## config.mk

```make
export PLATFORM = sky130hd
export DESIGN_NAME = ddmtd_phase_tx_flat
export DESIGN_NICKNAME = d
export VERILOG_FILES = /design/src/rtl/ddmtd_pkg.sv /design/src/rtl/ddmtd_phase_tx_if.sv /design/src/rtl/ddmtd_phase_tx_uart_tx_byte.sv /design/src/rtl/ddmtd_phase_tx.sv /design/src/flat_wrapper.sv
export SDC_FILE = /design/constraint.sdc
export NUM_CORES = 1
export LEC_CHECK = 0
export BUFFER_PORTS_ARGS = -buffer_cell sky130_fd_sc_hd__buf_2
export CELL_PAD_IN_SITES_DETAIL_PLACEMENT = 2
export CELL_PAD_IN_SITES_GLOBAL_PLACEMENT = 2
export CORE_ASPECT_RATIO = 1.1
export CORE_UTILIZATION = 45
export DETAILED_ROUTE_END_ITERATION = 10
export GPL_TIMING_DRIVEN = 0
export PLACE_DENSITY_LB_ADDON = 0.1
export SYNTH_ARGS = -nofsm -noshare
export SYNTH_HDL_FRONTEND = slang
export SYNTH_HIERARCHICAL = 1
export SYNTH_SLANG_ARGS = --single-unit
```

## constraint.sdc

```tcl
create_clock -name clk -period 4 [get_ports clk]
set_input_delay 0.6 -clock clk [delete_from_list [all_inputs] [get_ports clk]]
set_output_delay 0.6 -clock clk [all_outputs]
set_load 0.02 [all_outputs]
```

## src/rtl/ddmtd_pkg.sv

```systemverilog
// Shared types and constants for the DDMTD phase telemetry transmitter.
// PHASE_TX_CSUM_EN appends a checksum byte to every frame (FRAME_LEN 5 instead of 4).
package ddmtd_pkg;

  localparam logic [7:0] SYNC_BYTE      = 8'hA5;
  localparam int         FRAME_LEN_BASE = 4;

`ifdef PHASE_TX_CSUM_EN
  localparam int FRAME_LEN = FRAME_LEN_BASE + 1;
`else
  localparam int FRAME_LEN = FRAME_LEN_BASE;
`endif

  typedef enum logic [1:0] {
    IDLE = 2'd0,
    LOAD = 2'd1,
    BIT  = 2'd2
  } state_e;

  // Sign-extend the low w bits of v (1 <= w <= 16) to a full 16-bit value.
  function automatic logic [15:0] sext16(input logic [15:0] v, input int w);
    logic [15:0] keep;
    logic        sign;
    keep = 16'hFFFF >> (16 - w);
    sign = |(v & (16'h0001 << (w - 1)));
    return sign ? (v | ~keep) : (v & keep);
  endfunction

endpackage

```

## src/rtl/ddmtd_phase_tx_if.sv

```systemverilog
// Phase-measurement strobe stream from the DDMTD detector into the transmitter.
// phase_err is meaningful only in a cycle where phase_valid=1; there is no back-pressure.
interface ddmtd_phase_tx_if #(
  parameter int ERR_W = 16
);
  logic             phase_valid;
  logic [ERR_W-1:0] phase_err;

  modport master (output phase_valid, output phase_err);
  modport slave  (input  phase_valid, input  phase_err);
endinterface

```

## src/rtl/ddmtd_phase_tx_uart_tx_byte.sv

```systemverilog
// UART 8N1 byte serializer: start bit, 8 data bits LSB-first, stop bit, each CLKS_PER_BIT cycles.
// Handshake: a byte is accepted on an edge where start=1 and ready=1. ready is high while idle and
// also during the last cycle of the stop bit, so a new byte can follow with no idle gap; done pulses
// for exactly that last stop-bit cycle.
module uart_tx_byte #(
  parameter int CLKS_PER_BIT = 434
) (
  input  logic       clk,
  input  logic       rst_n,
  input  logic       start,
  input  logic [7:0] data,
  output logic       tx,
  output logic       ready,
  output logic       done
);

  localparam int BW = (CLKS_PER_BIT > 1) ? $clog2(CLKS_PER_BIT) : 1;

  logic          active;
  logic [BW-1:0] baud_cnt;
  logic [3:0]    bit_idx;
  logic [9:0]    shreg;
  logic          bit_end;
  logic          last;

  assign bit_end = (baud_cnt == BW'(CLKS_PER_BIT - 1));
  assign last    = active && bit_end && (bit_idx == 4'd9);
  assign ready   = !active || last;
  assign done    = last;
  // Combinational from reset-cleared state so an asynchronous reset releases the line at once.
  assign tx      = active ? shreg[0] : 1'b1;

  // Baud counter, bit index and shift register; a new byte restarts all of them from zero.
  always_ff @(posedge clk or negedge rst_n) begin
    if (!rst_n) begin
      active   <= 1'b0;
      baud_cnt <= '0;
      bit_idx  <= '0;
      shreg    <= '1;
    end else if (start && ready) begin
      active   <= 1'b1;
      baud_cnt <= '0;
      bit_idx  <= '0;
      shreg    <= {1'b1, data, 1'b0};
    end else if (active) begin
      if (bit_end) begin
        baud_cnt <= '0;
        if (bit_idx == 4'd9) begin
          active <= 1'b0;
        end else begin
          bit_idx <= bit_idx + 4'd1;
          shreg   <= {1'b1, shreg[9:1]};
        end
      end else begin
        baud_cnt <= baud_cnt + 1'b1;
      end
    end
  end

endmodule

```

## src/rtl/ddmtd_phase_tx.sv

```systemverilog
// DDMTD phase telemetry transmitter: captures (seq, sign-extended phase error) samples into a FIFO
// and sends each as a framed UART packet: A5, err_hi, err_lo, seq [, checksum].
// PHASE_TX_CSUM_EN adds the checksum byte making the 8-bit sum of err_hi+err_lo+seq+csum zero.
module ddmtd_phase_tx
  import ddmtd_pkg::*;
#(
  parameter int ERR_W        = 16,
  parameter int CLKS_PER_BIT = 434,
  parameter int FIFO_DEPTH   = 4
) (
  input  logic                        clk,
  input  logic                        rst_n,
  input  logic                        ena,
  ddmtd_phase_tx_if.slave             phase,
  output logic                        tx,
  output logic                        busy,
  output logic                        ovf,
  output logic [$clog2(FIFO_DEPTH):0] fifo_level,
  output state_e                      fsm_state
);

  localparam int AW = $clog2(FIFO_DEPTH);
  localparam int LW = AW + 1;
  localparam int FW = (FRAME_LEN - 1) * 8;

  // FIFO entry layout: {err16, seq}
  logic [23:0]   mem [FIFO_DEPTH];
  logic [AW-1:0] wr_ptr, rd_ptr;
  logic [LW-1:0] level;
  logic          full, empty, capture, push, pop;
  logic [7:0]    seq;
  logic [15:0]   err_raw;
  logic [23:0]   head;

  state_e        state_q, state_d;
  logic [FW-1:0] frame, frame_load;
  logic [2:0]    byte_idx;
  logic          start;
  logic [7:0]    tx_data;
  logic          ser_ready, ser_done;

  assign full    = (level == LW'(FIFO_DEPTH));
  assign empty   = (level == '0);
  assign capture = ena && phase.phase_valid;
  assign pop     = (state_q == LOAD);
  // A full FIFO still accepts a sample when the same edge pops the head.
  assign push    = capture && (!full || pop);
  assign err_raw = 16'(phase.phase_err);
  assign head    = mem[rd_ptr];

`ifdef PHASE_TX_CSUM_EN
  logic [7:0] csum;
  assign csum       = 8'h00 - head[23:16] - head[15:8] - head[7:0];
  assign frame_load = {head, csum};
`else
  assign frame_load = head;
`endif

  assign busy       = (state_q != IDLE);
  assign fifo_level = level;
  assign fsm_state  = state_q;

  // FIFO storage write; contents need no reset because level gates every read.
  always_ff @(posedge clk) begin
    if (push) mem[wr_ptr] <= {sext16(err_raw, ERR_W), seq};
  end

  // FIFO pointers, occupancy, sequence counter and sticky overflow flag.
  always_ff @(posedge clk or negedge rst_n) begin
    if (!rst_n) begin
      wr_ptr <= '0;
      rd_ptr <= '0;
      level  <= '0;
      seq    <= '0;
      ovf    <= 1'b0;
    end else begin
      if (capture) seq <= seq + 8'd1;
      if (capture && !push) ovf <= 1'b1;
      if (push) wr_ptr <= wr_ptr + 1'b1;
      if (pop) rd_ptr <= rd_ptr + 1'b1;
      case ({push, pop})
        2'b10:   level <= level + 1'b1;
        2'b01:   level <= level - 1'b1;
        default: ;
      endcase
    end
  end

  // Frame sequencer state register.
  always_ff @(posedge clk or negedge rst_n) begin
    if (!rst_n) state_q <= IDLE;
    else        state_q <= state_d;
  end

  // Next state and byte launch: SYNC goes out from LOAD, the rest follow on each byte's done.
  always_comb begin
    state_d = state_q;
    start   = 1'b0;
    tx_data = SYNC_BYTE;
    case (state_q)
      IDLE: if (ena && !empty) state_d = LOAD;
      LOAD: begin
        start   = 1'b1;
        tx_data = SYNC_BYTE;
        state_d = BIT;
      end
      BIT: begin
        if (ser_done) begin
          if (byte_idx == 3'(FRAME_LEN)) begin
            state_d = IDLE;
          end else begin
            start   = ser_ready;
            tx_data = frame[FW-1 -: 8];
          end
        end
      end
      default: state_d = IDLE;
    endcase
  end

  // Frame payload shift register and count of bytes already handed to the serializer.
  always_ff @(posedge clk or negedge rst_n) begin
    if (!rst_n) begin
      frame    <= '0;
      byte_idx <= '0;
    end else if (state_q == LOAD) begin
      frame    <= frame_load;
      byte_idx <= 3'd1;
    end else if (start) begin
      frame    <= {frame[FW-9:0], 8'h00};
      byte_idx <= byte_idx + 3'd1;
    end
  end

  uart_tx_byte #(.CLKS_PER_BIT(CLKS_PER_BIT)) u_ser (
    .clk   (clk),
    .rst_n (rst_n),
    .start (start),
    .data  (tx_data),
    .tx    (tx),
    .ready (ser_ready),
    .done  (ser_done)
  );

endmodule
```

## src/flat_wrapper.sv

```systemverilog
// flat-port wrapper written by rule: the top's interface ports become plain ports
module ddmtd_phase_tx_flat import ddmtd_pkg::*;
#(
  parameter int ERR_W        = 16,
  parameter int CLKS_PER_BIT = 434,
  parameter int FIFO_DEPTH   = 4
)
  (clk, rst_n, ena, tx, busy, ovf, fifo_level, fsm_state, phase_phase_valid, phase_phase_err);
  ddmtd_phase_tx_if #(.ERR_W(ERR_W)) phase_i ();
  input  logic clk;
  input  logic rst_n;
  input  logic ena;
  output logic tx;
  output logic busy;
  output logic ovf;
  output logic [$clog2(FIFO_DEPTH):0] fifo_level;
  output state_e fsm_state;
  input wire logic [$bits(phase_i.phase_valid)-1:0] phase_phase_valid;
  input wire logic [$bits(phase_i.phase_err)-1:0] phase_phase_err;
  assign phase_i.phase_valid = phase_phase_valid;
  assign phase_i.phase_err = phase_phase_err;
  ddmtd_phase_tx #(.ERR_W(ERR_W), .CLKS_PER_BIT(CLKS_PER_BIT), .FIFO_DEPTH(FIFO_DEPTH)) u_core (.clk(clk), .rst_n(rst_n), .ena(ena), .phase(phase_i), .tx(tx), .busy(busy), .ovf(ovf), .fifo_level(fifo_level), .fsm_state(fsm_state));
endmodule
```

* Word-level counts from Yosys, hierarchy flattened
Memory sizes are Yosys's and may differ from the RTL's.
Cells that the tools add are included.
** Word-level totals
- Bits in writable memories :: 96
- Input bits :: 20
- Flip-flop bits (word level) :: 69
- Memories :: 1
** Operators by class
- Reductions and logical operators :: 22
- Equality and inequality tests :: 12
- Muxes and demuxes :: 33
- Add/subtract/negate cells :: 8
** Memory list
- u_core.mem :: words 4, bits a word 24, rd ports 1, clocked after Yosys merged registers in 0, write ports 1, line ddmtd_phase_tx.sv:27 : logic [23:0] mem [FIFO_DEPTH];
** Operators by type and width (count)
- two-way mux 24 bit :: 2
- two-way mux 10 bit :: 4
- two-way mux 9 bit :: 3
- two-way mux 8 bit :: 3
- two-way mux 4 bit :: 4
- nonzero test 2 bit :: 5
- adder 9 x 1 -> 9 bit, second input constant :: 1
- == test 9 bit, second input constant :: 1
- two-way mux 1 bit :: 9
- adder 8 x 1 -> 8 bit, second input constant :: 1
- logical AND 1 bit :: 7
- adder 3 x 1 -> 3 bit, second input constant :: 2
- == test 3 bit, second input constant :: 2
- two-way mux 2 bit :: 3
- two-way mux 3 bit :: 2
- case mux 2 bit (3 select lines) :: 1
- case mux 3 bit (2 select lines) :: 1
- AND reduction 3 bit :: 2
- adder 2 x 1 -> 2 bit, second input constant :: 2
- adder 4 x 1 -> 4 bit, second input constant :: 1
- == test 2 x 1 -> 1 bit, second input constant :: 2
- == test 2 bit, second input constant :: 2
- == test 4 bit, second input constant :: 1
- zero test 1 bit :: 4
- 7 further kinds :: 10

* Depth between registers and ports, before layout
Gate-level depths: netlist (run 1).
- Depth after elaboration :: 10
- Depth in mapped cells :: 12

* Modules after synthesis
The synthesis (run 1) kept the hierarchy.
** Modules (own cells, without submodules)
- ddmtd_phase_tx :: instances 1, cells an instance 374, area an instance 5918.2 µm²
- uart_tx_byte :: instances 1, cells an instance 111, area an instance 1211.2 µm²

* Worst setup path after synthesis (run 1)
OpenSTA, ideal clock, no wires.
- Path kind :: register to register
- Start point :: register u_core.u_ser.baud_cnt[2]
- End point :: register u_core.u_ser.baud_cnt[8]
- Stages on the path, launching flop included :: 11
- Buffers on the path :: 1
- Setup slack :: 1.007 ns
- Data arrival time :: 2.873 ns
- Cell sequence :: dfrtp_1 -> or4b_4 -> nor4_1 -> and2_1 -> clkbuf_1 -> nand3_1 -> a21boi_0 -> o2111ai_1 -> nor3_1 -> xnor2_1 -> nor2_1
** Between the ends
- Cells in the longest elaborated chain, start to end :: 9
- Elaborated cells between the ends (all ways) :: 13
- Those cells by class :: add/sub: 1; eq/ne: 1; mux: 6; reduce/logical: 5
** Ends and longest elaborated chain
- from (decl) :: line ddmtd_phase_tx_uart_tx_byte.sv:20 : logic [BW-1:0] baud_cnt;
- from (signal assigned) :: line ddmtd_phase_tx_uart_tx_byte.sv:55 : baud_cnt <= baud_cnt + 1'b1;
- == test 9 bit (*) :: line ddmtd_phase_tx_uart_tx_byte.sv:26 : assign bit_end = (baud_cnt == BW'(CLKS_PER_BIT - 1));
- logical AND 1 bit (*) (2 in a row) :: line ddmtd_phase_tx_uart_tx_byte.sv:27 : assign last = active && bit_end && (bit_idx == 4'd9);
- net u_core.ser_done :: line ddmtd_phase_tx.sv:40 : logic ser_ready, ser_done;
- logical OR 1 bit :: line ddmtd_phase_tx_uart_tx_byte.sv:28 : assign ready = !active || last;
- two-way mux 1 bit :: line ddmtd_phase_tx.sv:109 : if (byte_idx == 3'(FRAME_LEN)) begin
- two-way mux 1 bit (*) :: line ddmtd_phase_tx.sv:108 : if (ser_done) begin
- case mux 1 bit (2 select lines) (*) :: line ddmtd_phase_tx.sv:100 : case (state_q)
- net u_core.start :: line ddmtd_phase_tx.sv:38 : logic start;
- logical AND 1 bit (*) :: line ddmtd_phase_tx_uart_tx_byte.sv:40 : end else if (start && ready) begin
- two-way mux 9 bit or nonzero test 2 bit (tied branches)
The timed path passes the listed nets; every way through them passes the cells marked *. The select of a mux whose other input is x is not followed.
A chain may end at the register's enable or synchronous reset.

* Final worst setup path (run 1)
- Start point :: register u_core.u_ser.active
- End point :: register u_core.u_ser.baud_cnt[8]
** Between the ends
- Cells in the longest elaborated chain, start to end :: 8
- Elaborated cells between the ends (all ways) :: 10
- Those cells by class :: mux: 4; reduce/logical: 6
** Ends and longest elaborated chain
- from (decl) :: line ddmtd_phase_tx_uart_tx_byte.sv:19 : logic active;
- from (signal assigned) :: line ddmtd_phase_tx_uart_tx_byte.sv:36 : active <= 1'b0;
- from (signal assigned) :: line ddmtd_phase_tx_uart_tx_byte.sv:41 : active <= 1'b1;
- from (signal assigned) :: line ddmtd_phase_tx_uart_tx_byte.sv:49 : active <= 1'b0;
- logical AND 1 bit (*) (2 in a row) :: line ddmtd_phase_tx_uart_tx_byte.sv:27
- net u_core.ser_done :: line ddmtd_phase_tx.sv:40
- logical OR 1 bit :: line ddmtd_phase_tx_uart_tx_byte.sv:28
- two-way mux 1 bit :: line ddmtd_phase_tx.sv:109
- two-way mux 1 bit (*) :: line ddmtd_phase_tx.sv:108
- case mux 1 bit (2 select lines) (*) :: line ddmtd_phase_tx.sv:100
- net u_core.start :: line ddmtd_phase_tx.sv:38
- logical AND 1 bit (*) :: line ddmtd_phase_tx_uart_tx_byte.sv:40
- two-way mux 9 bit or nonzero test 2 bit (tied branches)
The timed path passes the listed nets; every way through them passes the cells marked *.

==> results.txt, run 1 <==
The number of global-route vias before repair was 4,793; the layout cell share with drive strength beyond 1 was 22.0%. Critical path class: reg -> reg. The smallest setup slack after layout is 0.473 ns.

The worst setup path is captured at a register. The cell area power density works out to 516 nW/um^2. The combined buffer and inverter count along the critical path works out to 3. Number of CTS-inserted buffers: 17. For the gate count of the mapped netlist, the log shows 485. The critical path goes through buf_1 > inv_1 > nor4_1 > and2_1 > clkbuf_1 > nand3_1 > a21boi_1 > o2111ai_1 > nor3_1 > xnor2_1 > nor2_1.

The first detailed-routing pass ran for 4 iterations. The post-synthesis area per instance works out to 14.7 sq um. The worst setup path is launched from a register. Post-layout net count: 568. The number of enable flip-flop cells after synthesis is 96. For the global placement routability congestion, the log shows 0.756. Dividing the detail-routed wire length by the instance count gives 22.9 microns.

In this run the remaining antenna-violating nets after routing total 0. The run gives 2300 sq um as the area of the multi-input gates. The kind of cell with the highest combined delay on the critical path is simple AND/OR/NAND/NOR gates. The first routing iteration left 151 violations. The worst path uses 88.2% of the clock period. The most common cell in the netlist is sky130_fd_sc_hd__edfxtp_1.

The final layout contains routed wiring with a total length of 16,900 microns. The number of synthesized register bits was 164; the total routing usage reported by global routing was 22.8%. The critical path's slowest cell was sky130_fd_sc_hd__nor4_1. The number of different library cells used by synthesis comes to 62. Global routing finished with a remaining overflow of 0.

Adding up every negative setup slack in the final design gives 0 ns. The number of setup buffers added after CTS is 0. At the pin with the least slew margin, the transition time is 1.39 ns. The total vias in the final route is 4,258, and the time the final worst path needs with I/O delays and setup is 3.53 ns. The region available for standard cell placement spans 15,300 sq um. The largest total area in the synthesized netlist belongs to sky130_fd_sc_hd__edfxtp_1. The path length in cells of the critical path was 11; the post-synthesis net count was 521.

For the die footprint, the log shows 16,400 sq um. The analysis attributes to cell leakage a power of 3.03 nW. Detailed placement finished with a half-perimeter wire length of 11,300 microns. Between clock sinks in the finished design, the worst skew comes to 0.00753 ns. Max-cap violations in this run came to 0.

Of all flip-flops after synthesis, the portion carrying an async set or reset was 41.5%. TritonCTS built the clock tree. The total count of max-transition violations in the final report is 0. The number of cells on the worst reg-to-reg path is 11.

For this run, design rule violations remaining after detail routing come to 0. Port buffering added 27 buffers. The number of fill cells is 1,355, and the initial antenna violation count is 0. Summing all flip-flop and latch instances after layout gives 4600 sq um. Number of endpoints with negative hold slack in the final report: 0. Setup repair after global routing left no endpoint under its margin.

For this run, the top clock speed supported by timing is 0.284 GHz. The maximum ir drop on the vdd rail is 0.328 mV, and the source-to-sink clock delay at the later pin of the worst-skew pair is 0.42 ns. The number of placement rows is 47.

The count of final setup violators came out at 0. Of the synthesized area, sequential elements account for 64.5%. The number of buffers on the longest clock path came out at 2. The first-pass GRT wire length was 27,300 microns. OpenSTA, run right after detailed placement, puts the worst setup slack at 0.177 ns. For this configuration, the core starts out at a cell density of 46.6%.

The tools report the maximum level of the CTS H-tree as 4. Final hold analysis gives a worst-case slack of 0.113 ns. The root buffer cell was sky130_fd_sc_hd__clkbuf_16.

The flow ran to the end, and the final reports show no timing, DRC or antenna violations. The share of the synthesized area in the top cell type works out to 40.4%. The number of top-level pins was 28; the number of synthesis warnings was 6. The type of the worst min-delay path was in -> async. The flip-flop cell with the highest count after synthesis was sky130_fd_sc_hd__edfxtp_1.

In this run the tightest slew margin relative to its limit is 7.36%. Counting instances in the post-synthesis netlist gives the leading cell types as sky130_fd_sc_hd__edfxtp_1, sky130_fd_sc_hd__dfrtp_1, sky130_fd_sc_hd__nand2_1. The number of hold buffers added after CTS was 0. For this run, the slowest stage of the critical path takes 0.53 ns. The worst endpoint data arrival time came out at 3.84 ns. From synthesis to final layout, the design area changed by 14.5%. The floorplan die height works out to 134 microns. The repair_antennas step left the layout with diodes totalling 0. In the post-synthesis netlist, the biggest area contributors are sky130_fd_sc_hd__edfxtp_1, sky130_fd_sc_hd__dfrtp_1, sky130_fd_sc_hd__mux4_2, sky130_fd_sc_hd__dfstp_2, sky130_fd_sc_hd__ha_1.

For this design, the sink count on the clock tree is 164. The maximum fanout encountered on the critical timing path works out to 10. The total standard cell area after synthesis was 7130 sq um; the maximum number of pins on one net before global-route repair was 41. The number of gates resized after CTS was 0. Die span in x: 122 microns. The required time of the critical path was 4.31 ns; the vias per cell was 5.75. Clock-pin slew reported for the worst setup and hold paths after clock tree synthesis: 0.06 ns.
==> worst register-to-register path: cells and delay by family (launching register included) <==
family,cells,cell delay [ns]
compound gates,2,0.74
xor+xnor,1,0.16
buf+inv,3,0.87
flops,1,0.46
simple gates,5,1.18
==> cell families after synthesis <==
logic type      after synthesis  synth area share [%]
mux                          31                  8.88
simple gates                137                  10.3
buf+inv                      49                  3.26
compound gates               69                  7.85
flops                       164                  64.5
xor+xnor                     19                  2.33
fa+ha+maj                    16                  2.91
==> final timing paths <==
check	startpoint	endpoint	slack, ns
worst min-delay path	rst_n	u_core/u_ser/bit_idx[0]	0.11
min in group clk	phase_phase_err[3]	u_core/mem[1][11]	0.39
max in group asynchronous	rst_n	u_core/u_ser/shreg[7]	3.26
worst max register to register	u_core/u_ser/active	u_core/u_ser/baud_cnt[8]	0.47
worst min register to register	u_core/u_ser/shreg[1]	u_core/u_ser/shreg[0]	0.47
worst max-delay path	u_core/u_ser/active	u_core/u_ser/baud_cnt[8]	0.47
==> routing by layer <==
layer	vias to the layer above	wire, microns	track usage, %	part of all wire [%]
li1	1940	-	-	-
met5	-	0	0	0
met4	0	223	6.79	1.3
met2	56	9320	41.2	55
met1	2243	7090	27.7	42
met3	19	292	3.70	1.7
==> state kept, by name, summed over array words and instances (netlist names) <==
register / count
u_core/frame: 24
u_core/mem: 96
u_core/u_ser/baud_cnt: 9
u_core/u_ser/bit_idx: 4
u_core/byte_idx: 3
u_core/fifo_level: 3
u_core/fsm_state: 2
u_core/ovf: 1
u_core/u_ser/active: 1
u_core/rd_ptr: 2
u_core/seq: 8
u_core/u_ser/shreg: 9
u_core/wr_ptr: 2
==> power breakdown <==
part           internal (mW)  switching [mW]
logic                  0.140           0.212
clock network           1.06           0.684
registers               1.99           0.122
==> through the flow <==
step	utilization (%)	total power, mW	area [sq um]	instances
6_report	53.4	4.21	8160	741
5_1_grt	53.4	4.35	8160	741
4_1_cts	53.4	4.26	8160	741
3_5_place_dp	49.3	2.50	7530	709
3_3_place_gp	49.1	2.44	7510	708
2_1_floorplan	-	2.32	7130	485
==> layout make-up <==
| cell class | count | area share [%] |
|---|---|---|
| inverters | 25 | 1.15 |
| flip-flops and latches | 164 | 56.3 |
| clock buffers | 19 | 5.30 |
| clock inverters | 13 | 2.42 |
| plain buffers | 24 | 1.70 |
| multi-input cells | 272 | 28.2 |
| well taps | 196 | 3.00 |
| repair buffers | 28 | 1.93 |
==> cells in the final DEF, fill, tap and decap left out, types with 5 or more instances in the layout <==
cell                        netlist  layout
sky130_fd_sc_hd__and2_1           7       7
sky130_fd_sc_hd__buf_2            8      34
sky130_fd_sc_hd__clkbuf_1         9      11
sky130_fd_sc_hd__clkbuf_16        0      17
sky130_fd_sc_hd__dfrtp_1         59      59
sky130_fd_sc_hd__dfstp_2          9       9
sky130_fd_sc_hd__edfxtp_1        96      96
sky130_fd_sc_hd__ha_1            15      15
sky130_fd_sc_hd__inv_1           25      25
sky130_fd_sc_hd__mux4_2          20      20
sky130_fd_sc_hd__nand2_1         50      50
sky130_fd_sc_hd__nand3_1          9       9
sky130_fd_sc_hd__nand3b_1         8       8
sky130_fd_sc_hd__nand4_1         19      19
sky130_fd_sc_hd__nor2_1          12      12
sky130_fd_sc_hd__nor2b_1         11      11
sky130_fd_sc_hd__nor3_1           7       7
sky130_fd_sc_hd__o211ai_1         6       6
sky130_fd_sc_hd__o21ai_0          9       9
sky130_fd_sc_hd__o221a_2          7       7
sky130_fd_sc_hd__o311ai_0         6       6
sky130_fd_sc_hd__o31ai_1         10      10
sky130_fd_sc_hd__xnor2_1         14      14
sky130_fd_sc_hd__xor2_1           5       5
(Power assumes the default switching activity.)
==> inputs of run 2 (changes only) <==
--- a/config.mk
+++ b/config.mk
@@ -9,7 +9,7 @@
 export CELL_PAD_IN_SITES_DETAIL_PLACEMENT = 2
 export CELL_PAD_IN_SITES_GLOBAL_PLACEMENT = 2
 export CORE_ASPECT_RATIO = 1.1
-export CORE_UTILIZATION = 45
+export CORE_UTILIZATION = 41
 export DETAILED_ROUTE_END_ITERATION = 10
 export GPL_TIMING_DRIVEN = 0
 export PLACE_DENSITY_LB_ADDON = 0.1
==> constraint.sdc (replaced) <==
create_clock -name clk -period 2.8 [get_ports clk]
set_input_delay 0.42 -clock clk [delete_from_list [all_inputs] [get_ports clk]]
set_output_delay 0.42 -clock clk [all_outputs]
set_load 0.02 [all_outputs]
==> results.txt, run 2 (synthesis results as in run 1) <==
The tools report the worst endpoint data arrival time as 3.05 ns (-0.79 ns). The cell area power density is 692 nW/um^2 (+34%), and the leakage power summed over all cells is 3.07 nW (+1.3%). The maximum level of the CTS H-tree came out at 4 (unchanged).

The logs give 48.5% (-4.9 points) for the share of the core filled with cells in the final layout and 4.21 mW (+32%) for the cell internal power dissipation. The run gives 0 (unchanged) as the count of final setup violators. The number of global-route vias before repair came out at 4,817 (+0.50%). The global placement routability congestion was 0.751 (-0.61%). For the initial standard-cell utilization of the core, the log shows 41.9% (-4.7 points).

The logs give 43 (+4.9%) for the maximum number of pins on one net before global-route repair and 2 (unchanged) for the number of buffers on the longest clock path. Leaving out fill and tap cells, the most frequent cell in the layout is sky130_fd_sc_hd__edfxtp_1. The source-to-sink clock delay at the later pin of the worst-skew pair is 0.43 ns (about the same).

The number of placement rows is 50 (+6.4%). Traced cell by cell, the critical path runs through or4b_4 > nor4_4 > and2_4 > nand3_1 > a21boi_4 > inv_1 > a21boi_4 > o221a_2. The part of the total power dissipated in sequential elements was 53.0% (+2.7 points).

Kind of launch point of the worst setup path: a register. The placeable core area was 17,000 sq um (+11%). Critical path's most frequent cell: sky130_fd_sc_hd__a21boi_4. The detailed-route wire length came out at 16,800 microns (-0.88%). Number of CTS-inserted buffers: 17 (unchanged).

The final critical-path share of the clock period was 96.0% (+7.9 points); the clock network fraction of total power was 38.1% (-3.2 points). The tools report the maximum clock frequency as 0.372 GHz (+31%). The tree is rooted in a sky130_fd_sc_hd__clkbuf_16.

Transition time at the pin with the least slew margin: 0.731 ns (-0.659 ns). The endpoint identified for the worst register-to-register timing path is u_core/u_ser/shreg[7]. The switching power total was 1.50 mW (+47%).

Tracing the worst setup path back leads to its startpoint at u_core/u_ser/baud_cnt[2]. The maximum ir drop on the vdd rail is 0.442 mV (+35%). The run gives 4,189 (-1.6%) as the total vias in the final route. The number of port buffers was 27 (unchanged). The flip-flop count of the largest register after layout came out at 96 (unchanged).

The maximum fanout encountered on the critical timing path works out to 6 (-4). TritonCTS built the clock tree. For the number of top-level pins, the log shows 28 (unchanged).

The largest registers in the layout are u_core/mem: 96 flops, u_core/frame: 24 flops. In this run the worst hold path is classified as in -> reg. The clock-pin slew reported for the worst setup and hold paths after clock tree synthesis works out to 0.07 ns (about the same). The die footprint was 17,900 sq um (+9.6%); the time the final worst path needs with I/O delays and setup was 2.69 ns (-0.838 ns).

The worst setup path is of the reg -> reg kind. The startpoint identified for the worst register-to-register timing path is u_core/u_ser/baud_cnt[2]. Floorplan die height: 140 microns (+4.7%).

For the count of TritonRoute iterations in the first routing pass, the log shows 4 (unchanged). The run gives 123 (-19%) as the number of design-rule violations left by the first detailed-router iteration. The run finished with clean final reports. The longest individual stage delay on the worst path was 0.64 ns (+0.11 ns).

Total routing usage reported by global routing: 20.6% (-2.2 points). The final clock skew was 0.0136 ns (+0.00606 ns); the switching share of power was 26.3% (+2.1 points). The run gives 0 (unchanged) as the DRC violation count after routing.

The number of maximum-capacitance constraint violations is 0 (unchanged), and the relative slew slack is 51.3% (+44 points). Compared with the post-synthesis result, the final layout area differs by 15.7%. Worst hold path depth: 1. Setup repair after global routing left no endpoint under its margin.

The required time of the critical path is 3.16 ns (-1.15 ns). The tools report the setup slack on the worst flop-to-flop path as 0.11 ns (-0.36 ns). STA classifies the critical path endpoint as a register. The count of nets left with antenna violations after detail routing was 0 (unchanged); the number of endpoints with negative hold slack in the final report was 0 (unchanged). The layout cell share with drive strength beyond 1 came out at 25.5% (+3.4 points). The number of antenna diodes is 0 (unchanged). The vias per cell was 5.34 (-7.0%). The first-pass GRT wire length is 27,400 microns (+0.15%). The average wire per cell in the routed design is 21.4 microns (-6.3%). For the relative contribution of combinational cells to total power, the log shows 8.9% (+0.5 points). Total count of max-transition violations in the final report: 0 (unchanged).

The library cells used most frequently in the layout, excluding fill and tap cells, are sky130_fd_sc_hd__edfxtp_1, sky130_fd_sc_hd__dfrtp_1, sky130_fd_sc_hd__nand2_1. The die span in x is 128 microns (+4.7%), and the number of fill cells is 1,612 (+19%). Following the worst setup path forward leads to its endpoint at u_core/u_ser/shreg[7]. The total negative slack is 0 ns (unchanged), and the initial antenna violation count is 0 (unchanged). The run gives 573 (+0.88%) as the post-layout net count.

Placed wire-length estimate: 11,400 microns (+1.5%). The number of cell instances on the worst register-to-register path works out to 8 (-3). More flip-flops sit in one register than any other, and that register is u_core/mem.

Total overflow reported by the global router: 0 (unchanged). On the critical path, the stage with the largest delay is an instance of sky130_fd_sc_hd__or4b_4. The number of clock sinks came out at 164 (unchanged).
run 2: worst min-delay path by stage:
stage,start,endpoint,slack (ns)
final,phase_phase_err[13],u_core/mem[0][21],0.20
after global routing,phase_phase_err[13],u_core/mem[0][21],0.19
after detailed placement,rst_n,u_core/u_ser/bit_idx[0],0.39
after CTS,phase_phase_err[13],u_core/mem[1][21],0.18
after floorplan,rst_n,u_core/byte_idx[0],0.12
after global placement,u_core/ovf,u_core/ovf,0.43
run 2: what timing repair did:
action	4_1_cts	5_1_grt
gates resized for setup	15	1
setup buffers	3	1
endpoints found under the hold margin	25	0
endpoints found under the setup margin	143	13
pin swaps	3	2
cloned	1	0
hold buffers	1	0
run 2: final cells by class:
class	instances	area [sq um]	share of cell area [%]
Buffer	23	138	1.67
Clock buffer	17	425	5.16
Clock inverter	15	123	1.49
Inverter	25	93.8	1.14
Multi-Input combinational cell	273	2370	28.8
Sequential cell	164	4600	55.7
Tap cell	234	293	3.55
Timing Repair Buffer	33	205	2.49
run 2: stage by stage:
| step | std cells | cell area [sq um] | setup WS (ns) | hold slack [ns] | power, mW |
|---|---|---|---|---|---|
| floorplan | 485 | 7130 | 0.0318 | 0.124 | 3.32 |
| global placement | 746 | 7560 | -0.557 | 0.435 | 3.50 |
| global route | 784 | 8250 | 0.0101 | 0.189 | 5.92 |
| finish | 784 | 8250 | 0.111 | 0.199 | 5.71 |
| CTS | 783 | 8230 | -0.00854 | 0.185 | 5.78 |
| detailed placement | 747 | 7590 | -0.684 | 0.388 | 3.59 |
run 2: power groups by stage:
stage / logic [mW] / registers [mW] / clock network (mW)
after floorplan: 0.284 / 3.04 / 0
after global placement: 0.468 / 3.03 / 0
after detailed placement: 0.512 / 3.08 / 0
after CTS: 0.522 / 3.03 / 2.23
after global routing: 0.563 / 3.05 / 2.31
final: 0.509 / 3.03 / 2.17
run 2: routing by layer:
metal	part of all wire, %	track usage (%)
met5	0	0
met4	1.5	7.12
met3	2.0	3.51
met2	55	37.4
met1	42	24.4
run 2: worst max-delay path, delay by kind of cell (launching register included):
| kind | cells | cell delay, ns |
|---|---|---|
| compound gates | 3 | 0.75 |
| buf+inv | 1 | 0.20 |
| flops | 1 | 0.44 |
| simple gates | 4 | 1.24 |
